File: src/rtl/ifetch_mt_pkg.sv
// Shared constants for the multithreaded fetch unit: MIPS field positions and a clog2 helper.
package ifetch_mt_pkg;

  localparam int unsigned OPCODE_MSB = 31;
  localparam int unsigned OPCODE_LSB = 26;
  localparam int unsigned RS_MSB     = 25;
  localparam int unsigned RS_LSB     = 21;
  localparam int unsigned RT_MSB     = 20;
  localparam int unsigned RT_LSB     = 16;
  localparam int unsigned RD_MSB     = 15;
  localparam int unsigned RD_LSB     = 11;
  localparam int unsigned SA_MSB     = 10;
  localparam int unsigned SA_LSB     = 6;
  localparam int unsigned FUNC_MSB   = 5;
  localparam int unsigned FUNC_LSB   = 0;
  localparam int unsigned OFFSET_MSB = 15;
  localparam int unsigned INDEX_MSB  = 25;

  // Ceiling log2, used to validate the thread-id width against the thread count.
  function automatic int unsigned clog2(input int unsigned n);
    int unsigned r;
    r = 0;
    while ((32'd1 << r) < n) r = r + 1;
    return r;
  endfunction

endpackage

File: src/rtl/ifetch_mt_rr_arbiter.sv
// Round-robin pick: first requester strictly after last_grant, searching upward modulo N.
module rr_arbiter #(
  parameter int unsigned N  = 4,
  parameter int unsigned IW = 2
) (
  input  logic [N-1:0]  req,
  input  logic [IW-1:0] last_grant,
  output logic [N-1:0]  grant,
  output logic [IW-1:0] idx
);

  logic          found;
  int unsigned   cand;
  logic [IW-1:0] cand_idx;

  // Scan N candidates starting one past the previous winner; no request yields grant=0, idx=0.
  always_comb begin
    grant    = '0;
    idx      = '0;
    found    = 1'b0;
    cand     = 0;
    cand_idx = '0;
    for (int unsigned off = 1; off <= N; off++) begin
      cand     = (32'(last_grant) + off) % N;
      cand_idx = IW'(cand);
      if (!found && req[cand_idx]) begin
        found           = 1'b1;
        grant[cand_idx] = 1'b1;
        idx             = cand_idx;
      end
    end
  end

endmodule

File: src/rtl/ifetch_mt.sv
// Multithreaded instruction fetch: per-thread PCs, round-robin issue, one-cycle imem output stage.
module ifetch_mt
  import ifetch_mt_pkg::*;
#(
  parameter int unsigned PC_WIDTH    = 30,
  parameter int unsigned I_DATAWIDTH = 32,
  parameter int unsigned NUM_THREADS = 4,
  parameter int unsigned TID_WIDTH   = 2,
  parameter int unsigned RESET_PC    = 0
) (
  input  logic                   clk,
  input  logic                   resetn,
  input  logic                   en,
  input  logic [NUM_THREADS-1:0] thread_en,
  input  logic                   we,
  input  logic [TID_WIDTH-1:0]   we_tid,
  input  logic [I_DATAWIDTH-1:0] load_data,
  input  logic                   squashn,
  output logic [PC_WIDTH-1:0]    imem_addr,
  output logic                   imem_en,
  input  logic [I_DATAWIDTH-1:0] instr,
  output logic                   out_valid,
  output logic [TID_WIDTH-1:0]   out_tid,
  output logic [I_DATAWIDTH-1:0] pc_out,
  output logic [5:0]             opcode,
  output logic [4:0]             rs,
  output logic [4:0]             rt,
  output logic [4:0]             rd,
  output logic [4:0]             sa,
  output logic [15:0]            offset,
  output logic [25:0]            instr_index,
  output logic [5:0]             func
);

  if (TID_WIDTH != clog2(NUM_THREADS) || NUM_THREADS < 2 || NUM_THREADS > 16) begin : g_bad_params
    $error("ifetch_mt: TID_WIDTH must equal clog2(NUM_THREADS) and NUM_THREADS must be 2..16");
  end

  logic [PC_WIDTH-1:0]    pc_q [NUM_THREADS];
  logic [PC_WIDTH-1:0]    pc_d [NUM_THREADS];
  logic [TID_WIDTH-1:0]   last_tid_q, last_tid_d;
  logic                   out_valid_q, out_valid_d;
  logic [TID_WIDTH-1:0]   out_tid_q, out_tid_d;
  logic [I_DATAWIDTH-1:0] pc_out_q, pc_out_d;

  logic [TID_WIDTH-1:0]   sel_tid_c;
  logic [NUM_THREADS-1:0] sel_grant_c;
  logic                   issue_c;
  logic                   bypass_c;
  logic [PC_WIDTH-1:0]    target_c;
  logic [PC_WIDTH-1:0]    next_pc_c;
  logic                   unused_low_bits;

  rr_arbiter #(
    .N  (NUM_THREADS),
    .IW (TID_WIDTH)
  ) u_arb (
    .req        (thread_en),
    .last_grant (last_tid_q),
    .grant      (sel_grant_c),
    .idx        (sel_tid_c)
  );

  // Issue decision, redirect bypass into the fetch address, and the imem strobe.
  assign issue_c         = en & (|thread_en);
  assign target_c        = PC_WIDTH'(load_data[I_DATAWIDTH-1:2]);
  assign bypass_c        = we && (we_tid == sel_tid_c);
  assign imem_addr       = bypass_c ? target_c : pc_q[sel_tid_c];
  assign imem_en         = issue_c & resetn;
  assign next_pc_c       = imem_addr + PC_WIDTH'(1);
  assign unused_low_bits = ^load_data[1:0];

  for (genvar t = 0; t < NUM_THREADS; t++) begin : g_pc
    // Per-thread PC next value: redirect loads the target, an issue of this thread advances past the fetch.
    always_comb begin
      pc_d[t] = pc_q[t];
      if (we && (we_tid == TID_WIDTH'(t))) pc_d[t] = target_c;
      if (issue_c && sel_grant_c[t])       pc_d[t] = next_pc_c;
    end

    // Per-thread PC register.
    always_ff @(posedge clk or negedge resetn) begin
      if (!resetn) pc_q[t] <= PC_WIDTH'(RESET_PC);
      else         pc_q[t] <= pc_d[t];
    end
  end

  // Round-robin pointer and output stage next state; squash and same-thread redirect kill the stage.
  always_comb begin
    last_tid_d  = last_tid_q;
    out_valid_d = out_valid_q;
    out_tid_d   = out_tid_q;
    pc_out_d    = pc_out_q;
    if (issue_c) last_tid_d = sel_tid_c;
    if (en) begin
      out_valid_d = issue_c;
      out_tid_d   = sel_tid_c;
      pc_out_d    = I_DATAWIDTH'({next_pc_c, 2'b00});
    end
    if (!squashn || (we && (we_tid == out_tid_q))) out_valid_d = 1'b0;
  end

  // Arbiter pointer and output stage registers; reset makes thread 0 the first to issue.
  always_ff @(posedge clk or negedge resetn) begin
    if (!resetn) begin
      last_tid_q  <= TID_WIDTH'(NUM_THREADS - 1);
      out_valid_q <= 1'b0;
      out_tid_q   <= '0;
      pc_out_q    <= '0;
    end else begin
      last_tid_q  <= last_tid_d;
      out_valid_q <= out_valid_d;
      out_tid_q   <= out_tid_d;
      pc_out_q    <= pc_out_d;
    end
  end

  assign out_valid   = out_valid_q;
  assign out_tid     = out_tid_q;
  assign pc_out      = pc_out_q;
  assign opcode      = instr[OPCODE_MSB:OPCODE_LSB];
  assign rs          = instr[RS_MSB:RS_LSB];
  assign rt          = instr[RT_MSB:RT_LSB];
  assign rd          = instr[RD_MSB:RD_LSB];
  assign sa          = instr[SA_MSB:SA_LSB];
  assign func        = instr[FUNC_MSB:FUNC_LSB];
  assign offset      = instr[OFFSET_MSB:0];
  assign instr_index = instr[INDEX_MSB:0];

endmodule

File: config.mk
export PLATFORM = sky130hd
export DESIGN_NAME = ifetch_mt
export DESIGN_NICKNAME = d
export VERILOG_FILES = /design/src/rtl/ifetch_mt_pkg.sv /design/src/rtl/ifetch_mt_rr_arbiter.sv /design/src/rtl/ifetch_mt.sv
export SDC_FILE = /design/constraint.sdc
export NUM_CORES = 1
export LEC_CHECK = 0
export CAP_MARGIN = 20
export CORE_MARGIN = 2
export CORE_UTILIZATION = 53
export DETAILED_ROUTE_END_ITERATION = 6
export PLACE_DENSITY_LB_ADDON = 0.12
export SYNTH_ARGS = -nofsm -noshare
export SYNTH_HDL_FRONTEND = slang
export SYNTH_HIERARCHICAL = 1
export SYNTH_SLANG_ARGS = --single-unit
File: constraint.sdc
create_clock -name clk -period 5.8 [get_ports clk]
set_input_delay 0.58 -clock clk [delete_from_list [all_inputs] [get_ports clk]]
set_output_delay 0.58 -clock clk [all_outputs]
set_load 0.01 [all_outputs]
==> qor.txt, run 1 <==
setup TNS - 0 ps
IO Pins - 215
sequential share of power - 0.204
internal power - 5198 uW
Power Total - 9533 uW
Routed Antenna Nets - 0
syn avg cell area - 9.939 sq um
CTS Hold Bufs - 0
antenna violations before repair - 0
vias in the first global route - 7738
Routed WL - 27.88 mm
Seq cells post-synth - 155
Max rail drop VDD - 431.0 uV
Switching Power - 4335 uW
crit-path cells - inv_1 -> ha_1 -> mux4_2 -> o21ai_1 -> a2bb2oi_4 -> buf_4 -> xnor2_4 -> nand3_4 -> buf_4 -> mux2i_1 -> inv_1 -> clkdlybuf4s50_1
post-CTS sizing - 0
Synth Cell Area - 0.01057 sq mm
Setup Buffers After CTS - 0
GRT Total Usage - 0.2669
slowest stage cell, crit path - dfstp_2
max-cap violation count - 0
Crit Path Class - reg2out
Main synth FF type - dfrtp_1
DR WL/cell - 20.65 microns
Num CTS Buffers - 17
Period Utilization, post-route - 0.9202
ANT cells - 0
crit-path max cell delay - 750 ps
Placer Congestion - 0.8375
WP data required - 5220 ps
Async SR Flop Fraction - 1.000
RSZ-0062 raised after global routing - false
clock network power share - 0.121
number of cell rows - 51
first drt pass iteration count - 6
largest fanout on the critical path - 18
worst skew pair latency - 430 ps
Yosys Warn Count - 6
vias - 7940
Nets - 1157
DRC Markers - 0
root buf cell - clkbuf_16
first-pass GRT wire length - 44.21 mm
Post-synth EDFFs - 0
WP buf/inv - 5
WP depth - 12
Setup violations, final - 0
DP HPWL - 17.99 mm
CP delay by family, top - buffers and inverters
largest net degree at the start of global routing - 65
Die X - 145.2 microns
# H-tree levels - 4
die area - 0.02108 sq mm
hold slack final - 63.56 ps
Core Util, Final - 0.6102
Layout Area Growth over Synthesis - 12.77%
switching fraction of total power - 0.4548
Final Hold Fails - 0
status - finished clean
Syn Inst Count - 1063
fin. max-slew vios - 0
Final Critical Period - 5337 ps
CTS tree - built
PortBufs - 104
Combinational Power Share - 0.676
die height - 145.2 microns
register clock-pin slew on the reported worst setup and hold paths - 60 ps
slew margin rel. - 0.2588
leakage power - 0.005168 uW
core area - 0.01953 sq mm
CTS Sinks - 155
post-synthesis sequential area ratio - 0.3674
Synth top area share - 0.3624
Worst Hold Class - in2async
Starting Density - 0.5411
Worst Path Arrival - 4760 ps
top achievable clock speed - 0.1874 GHz
layout cell share with drive strength beyond 1 - 0.1853
Yosys top cell by area - dfrtp_1
Power Density - 800.1 mW/mm^2
mean number of vias per cell - 5.881
Synth area leaders - dfrtp_1 36%, mux2i_1 7.5%, mux2_2 7.0%
clock buffer depth - 2
Least-Margin Pin Slew - 1112 ps
Initial DRC Count - 579
Worst setup SP type - flip-flop
Fin Clk Skew - 9.176 ps
Worst R2R Path Depth - 17
grt ovf - 0
Netlist cell types - 82
crit end category - output port
==> final cells by class <==
| class | count | area (sq um) |
|---|---|---|
| Multi-Input combinational cell | 724 | 5625 |
| Inverter | 41 | 153.9 |
| Clock inverter | 13 | 167.7 |
| Fill cell | 1703 | 7612 |
| Sequential cell | 155 | 3881 |
| Timing Repair Buffer | 134 | 1315 |
| Tap cell | 265 | 331.6 |
| Clock buffer | 18 | 439.2 |
==> cells in the mapped netlist, types with 9 or more instances <==
library cell	instances
dfrtp_1	153
nand2_1	140
o21ai_0	80
buf_4	79
mux2i_1	79
mux2_2	66
a21oi_1	49
clkbuf_1	42
nor2_1	42
inv_1	39
mux4_2	25
nor2b_1	24
xnor2_1	24
a211oi_1	21
nand3_1	17
o21ai_1	16
ha_1	9
==> per-layer routing <==
metal	part of all wire	vias up	global-route usage	wire [microns]
met4	0.011	0	0.05196	297
met3	0.063	23	0.04686	1768
met2	0.47	298	0.4345	13080
met5	0	-	0	0
li1	-	3722	-	-
met1	0.46	3897	0.3794	12730
==> metrics by stage <==
step | instances | area (sq um) | setup slack (ps)
after floorplan | 1064 | 10570 | 920.2
after global placement | 1317 | 11250 | 636.2
after detailed placement | 1318 | 11280 | 572.0
after CTS | 1349 | 11890 | 450.5
after global routing | 1350 | 11910 | 139.3
final | 1350 | 11910 | 463.0
==> registers in the layout, indices dropped and copies added, names as in the netlist <==
register,flops
out_tid,2
out_valid,1
pc_q,120
pc_out,30
last_tid_q,2
==> cell usage in the layout (no fill, tap or decap), types with 5 or more instances in the layout <==
master and n:
clkbuf_16 17, xnor2_1 24, ha_1 9, a221o_1 5
mux2i_1 79, clkinvlp_4 5, clkdlybuf4s50_1 102, a211oi_1 21
o31ai_1 6, mux2_2 66, a31oi_1 5, nor3b_1 8
inv_1 39, a21oi_1 49, nor2b_1 24, a311oi_1 6
buf_4 27, o21ai_0 80, o21ai_1 16, dfrtp_1 153
nand4_1 6, nand2_1 140, nor2_1 42, mux4_1 7
nand3_1 16, mux4_2 25, nor3_1 6
==> worst register-to-register path, cell delays in order, from the launching register on <==
cell and delay [ps]:
dfstp_2 750, inv_1 170, ha_1 430, mux4_2 450, o21ai_1 270, a2bb2oi_4 290
buf_4 260, xnor2_4 150, nand3_4 260, mux2i_1 220, inv_1 110, ha_1 180
inv_1 70, a221o_1 530, nor2_1 320, nand3_1 110, mux2i_1 360, a21oi_1 130
==> final timing paths <==
kind	from	to	slack, ps
hold / removal	resetn	pc_out[28]	60
setup / recovery	last_tid_q[0]	imem_addr[8]	460
max in group asynchronous	resetn	pc_q[35]	3830
min in group clk	pc_out[2]	pc_out[2]	510
hold reg to reg	pc_out[2]	pc_out[2]	510
setup reg to reg	last_tid_q[0]	pc_q[58]	600
==> kinds of logic after synthesis <==
kind of cell	after synthesis	synth area share
AND/OR/NAND/NOR	287	0.1384
AO/OA/AOI/OAI	220	0.1351
multiplexers	177	0.2159
buffers and inverters	185	0.1039
adder cells (fa/ha/maj)	9	0.01066
XOR/XNOR	29	0.02831
other	1	0.0003549
flip-flops	155	0.3674
==> power by group through the flow <==
| stage | logic (uW) | clock network (uW) | registers (uW) |
|---|---|---|---|
| 5_1_grt | 6950 | 1220 | 2000 |
| 3_3_place_gp | 6280 | 0 | 1930 |
| 2_1_floorplan | 4270 | 0 | 1910 |
| 3_5_place_dp | 6370 | 0 | 1940 |
| 6_report | 6440 | 1150 | 1940 |
| 4_1_cts | 6420 | 1170 | 1930 |
Note: power is estimated with default switching activity, not from simulation.
==> inputs of run 2 (changes only) <==
clock period = 5.85 ns   (was 5.8 ns; I/O delays follow)
==> run 2 against run 1 <==
  * Core utilization is 0.090 points higher
  * Clock power barely moved
  * Count of clock-buffer cells in the layout fell by 1
  * First-iteration DRC count rose by 1.4%
  * Via count up 1.8%
  * Sequential cell count did not move
  * Non-clock buffer count is 6 higher
  * Die area stayed put
  * Sequential power about the same
  * Final cell count up 0.44%
  * Critical path type unchanged
  * Critical endpoint is now imem_addr[25]
==> qor.txt, run 2 (synthesized netlist as in run 1, its figures left out) <==
status - finished clean
antenna violations before repair - 0 (unchanged)
WP buf/inv - 4 (-1)
core area - 0.01953 sq mm (unchanged)
ANT cells - 0 (unchanged)
Fillers - 1664 (-2.3%)
worst skew pair latency - 440 ps (about the same)
post-CTS sizing - 0 (unchanged)
Biggest register - pc_q
footprint of the multi-input gates - 0.005625 sq mm (unchanged)
register clock-pin slew on the reported worst setup and hold paths - 70 ps (about the same)
Nets - 1163 (+0.52%)
Power Density - 797.2 mW/mm^2 (-0.37%)
Crit Path Class - reg2out
max-cap violation count - 0 (unchanged)
layout cell share with drive strength beyond 1 - 0.1897 (+0.004481)
most common cell after layout, fill and taps aside - dfrtp_1
Period Utilization, post-route - 0.9193
Setup Buffers After CTS - 0 (unchanged)
Num CTS Buffers - 17 (unchanged)
root buf cell - clkbuf_16
largest net degree at the start of global routing - 58 (-11%)
largest fanout on the critical path - 18 (unchanged)
Least-Margin Pin Slew - 910.8 ps (-201.0 ps)
DRC Markers - 0 (unchanged)
WP data required - 5270 ps (+50 ps)
DR WL/cell - 20.89 microns (+1.2%)
vias in the first global route - 8109 (+4.8%)
IO Pins - 215 (unchanged)
crit end category - output port
setup TNS - 0 ps (unchanged)
leakage power - 0.005190 uW (+0.43%)
slowest stage cell, crit path - dfstp_2
flip-flop count of the largest register, all copies and words added - 120 (unchanged)
register area - 0.003881 sq mm (unchanged)
Initial DRC Count - 587 (+1.4%)
# H-tree levels - 4 (unchanged)
CTS Sinks - 155 (unchanged)
Final Hold Fails - 0 (unchanged)
Worst setup SP type - flip-flop
crit-path cells - inv_1 -> ha_1 -> mux4_2 -> o21ai_1 -> a2bb2oi_4 -> buf_4 -> mux4_2 -> mux2i_1 -> clkinv_1 -> clkdlybuf4s50_1
top achievable clock speed - 0.1859 GHz
Power Total - 9511 uW (-0.23%)
Worst Hold Class - in2async
mean number of vias per cell - 5.962 (+1.4%)
RSZ-0062 raised after global routing - false
Max rail drop VDD - 459.1 uV (+6.5%)
Setup violations, final - 0 (unchanged)
Starting Density - 0.5411 (unchanged)
fin. max-slew vios - 0 (unchanged)
CTS Hold Bufs - 0 (unchanged)
die height - 145.2 microns (unchanged)
Fin Clk Skew - 13.91 ps (+4.730 ps)
grt ovf - 0 (unchanged)
first-pass GRT wire length - 45.76 mm (+3.5%)
crit-path max cell delay - 750 ps (about the same)
Layout Area Growth over Synthesis - 12.93%
CP delay by family, top - buffers and inverters
Routed WL - 28.32 mm (+1.6%)
GRT Total Usage - 0.2748 (+0.007847)
Routed Antenna Nets - 0 (unchanged)
PortBufs - 104 (unchanged)
clock buffer depth - 2 (unchanged)
most frequent cells in the layout - 153 x dfrtp_1, 140 x nand2_1, 102 x clkdlybuf4s50_1, 80 x o21ai_0, 79 x mux2i_1
DP HPWL - 18.48 mm (+2.7%)
Placer Congestion - 0.8160 (-2.6%)
slew margin rel. - 0.3928 (+0.1340)
Final Critical Period - 5378 ps
most frequent CP cell - mux4_2
Die X - 145.2 microns (unchanged)
vias - 8084 (+1.8%)
first drt pass iteration count - 5 (-1)
Worst Path Arrival - 4790 ps (+30 ps)
number of cell rows - 51 (unchanged)
CTS tree - built
die area - 0.02108 sq mm (unchanged)
run 2: cell types whose count changed in the layout (fill, tap and decap cells not counted), sizes merged:
cell / before / now
buf: 32 / 38
inv: 41 / 45
bufinv: 3 / 2
clkbuf: 18 / 17
clkinv: 5 / 4
clkinvlp: 5 / 4
run 2: worst paths after layout:
check	end	cells past startpoint	start	slack, ps
max	imem_addr[25]	10	last_tid_q[0]	470
min	pc_q[115]	1	resetn	110
max reg2reg	pc_q[82]	16	last_tid_q[0]	620
min reg2reg	pc_out[7]	1	pc_out[7]	510
max in group asynchronous	pc_q[27]	2	resetn	4640
min in group clk	pc_out[7]	1	pc_out[7]	510
run 2: metrics by stage:
step | cells | cell area (sq um) | setup WS, ps | utilization | hold WS, ps
finish | 1356 | 11930 | 471.9 | 0.6110 | 110.8
global route | 1356 | 11930 | 177.7 | 0.6110 | 139.0
CTS | 1348 | 11840 | 207.8 | 0.6062 | 127.4
detailed placement | 1317 | 11250 | 510.1 | 0.5763 | 497.7
global placement | 1317 | 11250 | 570.6 | 0.5763 | 490.5
floorplan | 1064 | 10570 | 970.2 | - | 289.4
run 2: worst reg2reg max path: stages, from the launching register on:
cell       delay, ps
dfstp_2          750
inv_1            170
ha_1             430
mux4_2           450
o21ai_1          260
a2bb2oi_4        260
buf_4            170
buf_4            260
mux4_2           550
nand2_1           80
nand2_1           90
ha_1             230
inv_1            100
a221o_1          560
nor4b_2          140
xnor2_1          440
a21oi_1          140
run 2: cell type report:
class / instances / area share
clock buffers: 17 / 0.03565
clock inverters: 14 / 0.01332
inverters: 41 / 0.01290
multi-input cells: 724 / 0.4715
flip-flops and latches: 155 / 0.3253
well taps: 265 / 0.02779
repair buffers: 140 / 0.1136
run 2: layer usage:
metal / up-vias / wire length (microns) / track usage / share of wire
met3: 41 / 1937 / 0.05252 / 0.068
met5: - / 0 / 0 / 0
li1: 3736 / - / - / -
met2: 312 / 13550 / 0.4479 / 0.48
met4: 0 / 496 / 0.07647 / 0.018
met1: 3995 / 12340 / 0.3772 / 0.44
run 2: where the power goes:
| part | leakage (uW) | switching (uW) | internal (uW) |
|---|---|---|---|
| sequential | 0.00188 | 298 | 1640 |
| combinational | 0.00303 | 3570 | 2880 |
| clock | 0.000275 | 491 | 635 |
| total | 0.00519 | 4350 | 5160 |
==> inputs of run 3 (changes only) <==
RECOVER_POWER = 25   (was default)
SLEW_MARGIN = 20   (was default)
==> run 3 against run 2 <==
  * The run now ends with max-capacitance violations, max-slew violations left
  * Sequential power about the same
  * Clock skew about the same
  * Power shrank 0.30%
  * Via count is 0.38% lower
  * Count of clock-buffer cells in the layout stayed put
  * Core utilization down 0.31 points
  * Critical path depth did not move
  * Largest power group unchanged
==> qor.txt, run 3 (synthesized netlist as in run 1, its figures left out) <==
status - finished with violations
failing checks - max-capacitance violations, max-slew violations
DRC Markers - 0 (unchanged)
number of cell rows - 51 (unchanged)
DP HPWL - 18.48 mm (unchanged)
IO Pins - 215 (unchanged)
top achievable clock speed - 0.1859 GHz (about the same)
mean number of vias per cell - 5.952 (-0.16%)
Worst Path Arrival - 4790 ps (about the same)
slew margin rel. - -1.137 (-1.530)
Power Total - 9483 uW (-0.30%)
most common cell after layout, fill and taps aside - dfrtp_1
Initial DRC Count - 573 (-2.4%)
Fin Clk Skew - 13.73 ps (-0.1728 ps)
Crit Path Class - reg2out
antenna violations before repair - 0 (unchanged)
die area - 0.02108 sq mm (unchanged)
Core Util, Final - 0.6080 (-0.003076)
largest fanout on the critical path - 18 (unchanged)
Worst setup SP type - flip-flop
WP buf/inv - 4 (unchanged)
Layout Area Growth over Synthesis - 12.36%
Power Density - 798.8 mW/mm^2 (+0.21%)
Final Hold Fails - 0 (unchanged)
Setup violations, final - 0 (unchanged)
WP data required - 5270 ps (about the same)
footprint of the multi-input gates - 0.005630 sq mm (about the same)
die height - 145.2 microns (unchanged)
Worst Hold Class - reg2reg
crit end category - output port
RSZ-0062 raised after global routing - false
first-pass GRT wire length - 45.76 mm (unchanged)
Placer Congestion - 0.8160 (unchanged)
vias - 8053 (-0.38%)
CP delay by family, top - buffers and inverters
largest net degree at the start of global routing - 58 (unchanged)
# H-tree levels - 4 (unchanged)
register clock-pin slew on the reported worst setup and hold paths - 60 ps (about the same)
crit-path cells - inv_1 -> ha_1 -> mux4_2 -> o21ai_1 -> a2bb2oi_4 -> buf_4 -> mux4_2 -> mux2i_1 -> clkinv_1 -> clkdlybuf4s50_1
max-cap violation count - 1 (+1)
register area - 0.003881 sq mm (unchanged)
placed cell count - 1317 (unchanged)
Routed Antenna Nets - 0 (unchanged)
Routed WL - 28.36 mm (+0.13%)
DR WL/cell - 20.96 microns (+0.36%)
Starting Density - 0.5411 (unchanged)
slowest stage cell, crit path - dfstp_2
leakage power - 0.005159 uW (-0.60%)
PortBufs - 104 (unchanged)
most frequent CP cell - mux4_2
grt ovf - 0 (unchanged)
non-filler cells, final - 1353 (-0.22%)
ANT cells - 0 (unchanged)
Period Utilization, post-route - 0.9194 (about the same)
Least-Margin Pin Slew - 3206 ps (+2295 ps)
setup TNS - 0 ps (unchanged)
Nets - 1160 (-0.26%)
clock buffer depth - 2 (unchanged)
CTS Sinks - 155 (unchanged)
layout cell share with drive strength beyond 1 - 0.1893 (-0.0003960)
root buf cell - clkbuf_16
Biggest register - pc_q
placed instance area - 0.01125 sq mm (unchanged)
post-CTS sizing - 0 (unchanged)
Final Critical Period - 5378 ps (+0.2770 ps)
fin. max-slew vios - 58 (+58)
fin area - 0.01187 sq mm (-0.50%)
Fillers - 1673 (+0.54%)
crit-path max cell delay - 750 ps (about the same)
first drt pass iteration count - 5 (unchanged)
core area - 0.01953 sq mm (unchanged)
most frequent cells in the layout - 153 x dfrtp_1, 139 x nand2_1, 102 x clkdlybuf4s50_1, 80 x o21ai_0, 79 x mux2i_1
worst skew pair latency - 440 ps (about the same)
CTS tree - built
Max rail drop VDD - 459.8 uV (+0.15%)
Die X - 145.2 microns (unchanged)
flip-flop count of the largest register, all copies and words added - 120 (unchanged)
vias in the first global route - 8109 (unchanged)
GRT Total Usage - 0.2748 (unchanged)
Num CTS Buffers - 17 (unchanged)
[run 3: per-stage QoR]
step | setup slack (ps) | hold WS, ps
5_1_grt | 193.9 | 526.4
2_1_floorplan | 970.2 | 289.4
4_1_cts | 207.8 | 127.4
3_5_place_dp | 510.1 | 497.7
6_report | 471.7 | 506.9
3_3_place_gp | 570.6 | 490.5
[run 3: layout make-up]
class                           count  share of cell area
Timing Repair Buffer              137              0.1087
Clock inverter                     14             0.01339
Tap cell                          265             0.02793
Multi-Input combinational cell    724              0.4743
Sequential cell                   155              0.3269
Clock buffer                       17             0.03583
Inverter                           41             0.01296
[run 3: worst paths after layout]
path	start	endpoint	slack, ps	depth (start not counted)
max in group asynchronous	resetn	pc_q[27]	2630	2
hold reg to reg	pc_out[7]	pc_out[7]	510	1
hold / removal	pc_out[7]	pc_out[7]	510	1
min in group asynchronous	resetn	pc_q[115]	1210	1
setup reg to reg	last_tid_q[0]	pc_q[82]	640	16
setup / recovery	last_tid_q[0]	imem_addr[25]	470	10
[run 3: repair_timing]
item,CTS,global route
buffers inserted,0,5
hold endpoints to repair,0,0
endpoints found under the setup margin,0,2
hold buffers,0,0
[run 3: power breakdown]
group          leakage [uW]  internal (uW)  switching [uW]
sequential          0.00188           1640             301
clock              0.000275            635             491
combinational       0.00300           2850            3560
[run 3: per-layer routing]
metal / vias up / wire length, microns / global-route usage
met3: 41 / 1765 / 0.05252
met4: 0 / 482 / 0.07647
met2: 285 / 13580 / 0.4479
met5: - / 0 / 0
met1: 4000 / 12540 / 0.3772
li1: 3727 / - / -
